--- src/rtl/sram22_pkg.sv ---
// Shared widths and helpers for the sram22_512x32m8w4 request adapter.
// The macro masks writes per nibble, so each byte strobe drives two mask bits.
package sram22_pkg;

  localparam int SRAM_DATA_W  = 32;
  localparam int SRAM_ADDR_W  = 9;
  localparam int SRAM_STRB_W  = SRAM_DATA_W / 8;
  localparam int SRAM_WMASK_W = SRAM_DATA_W / 4;
  localparam int SRAM_RSP_DEPTH = 3;

  function automatic logic [SRAM_WMASK_W-1:0] strb_to_nibble_mask(
    input logic [SRAM_STRB_W-1:0] strb
  );
    logic [SRAM_WMASK_W-1:0] mask;
    mask = '0;
    for (int i = 0; i < SRAM_STRB_W; i++) begin
      mask[2*i +: 2] = {2{strb[i]}};
    end
    return mask;
  endfunction

endpackage

--- src/rtl/sram22_rsp_fifo.sv ---
// Small synchronous response FIFO with an occupancy count.
// Output reads as zero while empty; there is no bypass from push to the output.
module sram22_rsp_fifo
  import sram22_pkg::*;
#(
  parameter int DEPTH = SRAM_RSP_DEPTH,
  parameter int WIDTH = SRAM_DATA_W,
  parameter int CNT_W = $clog2(DEPTH + 1)
) (
  input  logic             clk,
  input  logic             rst_n,
  input  logic             push_i,
  input  logic [WIDTH-1:0] wdata_i,
  input  logic             pop_i,
  output logic [WIDTH-1:0] rdata_o,
  output logic             valid_o,
  output logic [CNT_W-1:0] count_o
);

  localparam int PTR_W = (DEPTH > 1) ? $clog2(DEPTH) : 1;
  localparam logic [PTR_W-1:0] LAST_PTR = PTR_W'(DEPTH - 1);

  logic [WIDTH-1:0] mem_q [DEPTH];
  logic [PTR_W-1:0] wr_ptr_q, wr_ptr_d;
  logic [PTR_W-1:0] rd_ptr_q, rd_ptr_d;
  logic [CNT_W-1:0] count_q, count_d;
  logic             empty, full, do_push, do_pop;

  assign empty   = (count_q == '0);
  assign full    = (count_q == CNT_W'(DEPTH));
  assign do_pop  = pop_i && !empty;
  assign do_push = push_i && (!full || do_pop);

  always_comb begin
    wr_ptr_d = wr_ptr_q;
    rd_ptr_d = rd_ptr_q;
    count_d  = count_q;
    if (do_push) wr_ptr_d = (wr_ptr_q == LAST_PTR) ? '0 : wr_ptr_q + PTR_W'(1);
    if (do_pop)  rd_ptr_d = (rd_ptr_q == LAST_PTR) ? '0 : rd_ptr_q + PTR_W'(1);
    if (do_push && !do_pop)      count_d = count_q + CNT_W'(1);
    else if (do_pop && !do_push) count_d = count_q - CNT_W'(1);
  end

  always_ff @(posedge clk or negedge rst_n) begin
    if (!rst_n) begin
      wr_ptr_q <= '0;
      rd_ptr_q <= '0;
      count_q  <= '0;
    end else begin
      wr_ptr_q <= wr_ptr_d;
      rd_ptr_q <= rd_ptr_d;
      count_q  <= count_d;
    end
  end

  // Storage has no reset; emptiness is tracked solely by count_q.
  always_ff @(posedge clk) begin
    if (do_push) mem_q[wr_ptr_q] <= wdata_i;
  end

  assign rdata_o = empty ? '0 : mem_q[rd_ptr_q];
  assign valid_o = !empty;
  assign count_o = count_q;

  overflow_a: assert property (@(posedge clk) disable iff (!rst_n)
    !(push_i && full && !pop_i));

endmodule

--- src/rtl/sram22_req_adapter.sv ---
// Valid/ready front end for one sram22_512x32m8w4 macro: drives the macro pins from
// the accepted request and queues read data so responses survive back-pressure.
module sram22_req_adapter
  import sram22_pkg::*;
#(
  parameter int DATA_WIDTH  = SRAM_DATA_W,
  parameter int ADDR_WIDTH  = SRAM_ADDR_W,
  parameter int STRB_WIDTH  = SRAM_STRB_W,
  parameter int WMASK_WIDTH = SRAM_WMASK_W,
  parameter int RSP_DEPTH   = SRAM_RSP_DEPTH
) (
  input  logic                   clk,
  input  logic                   rst_n,
  input  logic                   req_valid,
  output logic                   req_ready,
  input  logic                   req_we,
  input  logic [ADDR_WIDTH-1:0]  req_addr,
  input  logic [DATA_WIDTH-1:0]  req_wdata,
  input  logic [STRB_WIDTH-1:0]  req_strb,
  output logic                   rsp_valid,
  input  logic                   rsp_ready,
  output logic [DATA_WIDTH-1:0]  rsp_rdata,
  output logic                   sram_we,
  output logic [WMASK_WIDTH-1:0] sram_wmask,
  output logic [ADDR_WIDTH-1:0]  sram_addr,
  output logic [DATA_WIDTH-1:0]  sram_din,
  input  logic [DATA_WIDTH-1:0]  sram_dout
);

  localparam int CNT_W = $clog2(RSP_DEPTH + 1);

  logic             rd_inflight_q, rd_inflight_d;
  logic [CNT_W-1:0] fifo_count;
  logic [CNT_W-1:0] credit_used;
  logic             credit_ok;
  logic             accept;

  // A read in flight already owns a FIFO slot, so it counts against the credit.
  assign credit_used = fifo_count + CNT_W'(rd_inflight_q);
  assign credit_ok   = (credit_used < CNT_W'(RSP_DEPTH));
  assign req_ready   = rst_n && credit_ok;
  assign accept      = req_valid && req_ready;

  assign sram_addr  = req_addr;
  assign sram_din   = req_wdata;
  assign sram_we    = accept && req_we;
  assign sram_wmask = sram_we ? WMASK_WIDTH'(strb_to_nibble_mask(SRAM_STRB_W'(req_strb))) : '0;

  assign rd_inflight_d = accept && !req_we;

  always_ff @(posedge clk or negedge rst_n) begin
    if (!rst_n) rd_inflight_q <= 1'b0;
    else        rd_inflight_q <= rd_inflight_d;
  end

  sram22_rsp_fifo #(
    .DEPTH (RSP_DEPTH),
    .WIDTH (DATA_WIDTH),
    .CNT_W (CNT_W)
  ) u_rsp_fifo (
    .clk     (clk),
    .rst_n   (rst_n),
    .push_i  (rd_inflight_q),
    .wdata_i (sram_dout),
    .pop_i   (rsp_ready),
    .rdata_o (rsp_rdata),
    .valid_o (rsp_valid),
    .count_o (fifo_count)
  );

endmodule

--- config.mk ---
export PLATFORM = sky130hd
export DESIGN_NAME = sram22_req_adapter
export DESIGN_NICKNAME = d
export VERILOG_FILES = /design/src/rtl/sram22_pkg.sv /design/src/rtl/sram22_rsp_fifo.sv /design/src/rtl/sram22_req_adapter.sv
export SDC_FILE = /design/constraint.sdc
export NUM_CORES = 1
export LEC_CHECK = 0
export ABC_CLOCK_PERIOD_IN_PS = 9000
export CAP_MARGIN = 0
export CORE_ASPECT_RATIO = 0.8
export CORE_UTILIZATION = 48
export CTS_CLUSTER_DIAMETER = 150
export DETAILED_ROUTE_END_ITERATION = 16
export GPL_TIMING_DRIVEN = 0
export PLACE_DENSITY = 0.84
export SLEW_MARGIN = 20
export SYNTH_ARGS = -nofsm -noshare
export SYNTH_HDL_FRONTEND = slang
export SYNTH_SLANG_ARGS = --single-unit
--- constraint.sdc ---
create_clock -name clk -period 9 [get_ports clk]
set_input_delay 1.8 -clock clk [delete_from_list [all_inputs] [get_ports clk]]
set_output_delay 1.8 -clock clk [all_outputs]
set_load 0.005 [all_outputs]
==> run summary <==
status -> complete, but fails checks
failing checks -> design-rule violations
Seq/Total Area, Yosys -> 0.6607
RSZ-0062 raised after global routing -> no
post-CTS resize count -> 0
worst slack at placement -> 3434 ps
# hold bufs at CTS -> 0
TritonRoute pass-1 iters -> 10
hold path start -> u_rsp_fifo.count_o[1]
Rows -> 31
Netlist cell types -> 28
Post-DP HPWL -> 6.690 mm
Yosys top cell by area -> edfxtp_1
max cap viols -> 0
via count of the first global-routing pass -> 2,734
root buf cell -> clkbuf_16
Starting Density -> 0.5035
R2R Setup Slk -> 6890 ps
DR vias/cell -> 4.925
Synthesis Warnings -> 0
Flop pwr share -> 0.370
final hold vios -> 0
Clock transition at path regs -> 70 ps
NetSw -> 0.0004448 W
top_reg_cell synth -> edfxtp_1
top-count cell post-synth -> edfxtp_1
hold path cells -> 1
Yosys reg bits -> 103
gp weighted congestion -> 0.7322
Sink Count -> 103
Logic pwr share -> 0.401
final wirelength -> 9.107 mm
pin count of the biggest net entering global routing -> 20
share of total power in the clock network -> 0.230
post-DR wirelength/cell -> 16.59 µm
Cells after Synth -> 287
CP Class -> input port to output pin
die height -> 89.83 µm
CTS tree -> yes
Tot Pwr -> 0.001580 W
Multi-input gate area -> 1135 µm²
Max IR drop VDD -> 0.0001622 V
clk_skew -> 7.660 ps
Worst Path Required -> 7200 ps
gr ovfl total -> 0
Mean Syn Cell Area -> 16.13 µm²
Port Buffers -> 124
postcts setup bufs -> 0
# nets final -> 514
initial DRC count -> 113
ratio of cells with drive above 1 in the final layout -> 0.2673
worst path arrival time -> 3750 ps
latest clock arrival within the worst-skew pair -> 340 ps
core box area -> 9193 µm²
top post-synthesis cells by area -> edfxtp_1, mux2_4, buf_4
area of the mapped netlist -> 4628 µm²
internal power -> 0.001135 W
overall routing resource usage -> 0.1866
Layout area overhead -> 38.25%
CTS H-tree depth -> 3
Fill cells -> 637
diode count -> 0
CP Launch Type -> input port
Vias -> 2,704
Final Cycle Share -> 0.6162
antenna violations before repair -> 0
Mapped Nets -> 371
Synth top area share -> 0.6229
I/O Pins -> 166
path depth of the worst reg2reg path -> 5
Endpoint, Worst Hold -> u_rsp_fifo.count_o[1]
Leakage -> 2.443 nW
R2R Path Start -> u_rsp_fifo.count_o[0]
Die X -> 111.8 µm
FF-to-FF End -> u_rsp_fifo.mem_q[0][5]
nature of the critical path endpoint -> output pin
Post-DRT Antenna Nets -> 0
DRC Markers -> 17
register area -> 3058 µm²
clock period minus worst slack -> 5546 ps
commonest cells in the netlist -> edfxtp_1, buf_4, nor2_1
setup tns final -> 0 ps
PD cells -> 246.9 nW/µm²
DIE AREA -> 10,040 µm²
CTS Buf Count -> 9
Slew headroom -> 0.5197
worst hold path type -> flop to flop
CP max FO -> 9
setup violators final -> 0
FFs w/ async S/R, synth -> 0.06796
first-pass GRT wire length -> 14.01 mm
worst slew pin tran -> 716.5 ps
switching share of power -> 0.2815
Post-synth EDFFs -> 96
clk buf depth -> 2
final setup margin -> 3454 ps
fmax -> 180.3 MHz
Max Slew Vio Count -> 0
==> placed cells by master, fill, tap and decap left out, drive strengths merged, types with 3 or more instances in the layout <==
| master | instances |
|---|---|
| clkbuf | 10 |
| dfrtp | 7 |
| xor2 | 3 |
| clkdlybuf4s50 | 124 |
| mux2 | 34 |
| and2 | 4 |
| nor2 | 35 |
| edfxtp | 96 |
| inv | 6 |
| mux2i | 32 |
| buf | 63 |
==> registers in the layout (all words and copies together) (netlist names) <==
signal               count
rd_inflight_q            1
u_rsp_fifo.mem_q        96
u_rsp_fifo.wr_ptr_q      2
u_rsp_fifo.count_o       2
u_rsp_fifo.rd_ptr_q      2
==> cell families after synthesis <==
kind of cell | Yosys count | share of synthesized area
and+or+nand+nor | 48 | 0.04569
muxes | 66 | 0.1738
adders and majority gates | 2 | 0.005406
DFF | 103 | 0.6607
AOI/OAI and AO/OA | 6 | 0.008919
buffers and inverters | 58 | 0.09786
xor gates and xnor gates | 4 | 0.007571
==> stage by stage <==
step	area [µm²]	hold slack (ps)	std cells	util
final	6399	569.1	549	0.6961
after floorplan	4628	517.1	287	-
after global placement	6013	544.2	526	0.6541
after CTS	6399	564.0	549	0.6961
after global routing	6399	578.5	549	0.6961
after detailed placement	6122	554.8	534	0.6660
==> area by class of cell <==
type	count	area share
repair buffers	132	0.2083
multi-input cells	126	0.1774
clock buffers	9	0.03520
clock inverters	6	0.008017
plain buffers	56	0.06961
flip-flops and latches	103	0.4779
well taps	115	0.02249
inverters	2	0.001173
==> power groups by stage <==
stage | Clock, W | Sequential, W | Combinational [W]
after global placement | 0 | 0.000593 | 0.000621
final | 0.000363 | 0.000584 | 0.000633
after detailed placement | 0 | 0.000594 | 0.000639
after global routing | 0.000392 | 0.000587 | 0.000683
after floorplan | 0 | 0.000590 | 0.000351
after CTS | 0.000371 | 0.000584 | 0.000643
==> per-layer routing <==
layer / global-route usage / up-vias / share of wire
met3: 0.07148 / 9 / 0.083
met5: 0 / - / 0
met4: 0.03491 / 0 / 0.0072
met2: 0.3483 / 108 / 0.53
met1: 0.2001 / 1299 / 0.38
li1: - / 1288 / -
==> worst max path at each step <==
stage | slack [ps] | cells after the start | start | end
after global routing | 3300 | 6 | rst_n | sram_wmask[5]
after floorplan | 4250 | 2 | rsp_ready | u_rsp_fifo.mem_q[2][0]
after detailed placement | 3430 | 6 | rst_n | sram_wmask[5]
after global placement | 2040 | 3 | rsp_ready | u_rsp_fifo.mem_q[2][9]
after CTS | 3440 | 6 | rst_n | sram_wmask[5]
final | 3450 | 6 | rst_n | sram_wmask[5]
==> critical path, stage by stage <==
cell	delay (ps)
clkdlybuf4s50_1	680
nand3_1	110
a21oi_1	340
and2_1	210
buf_4	110
clkdlybuf4s50_1	490
(Power assumes the default switching activity.)
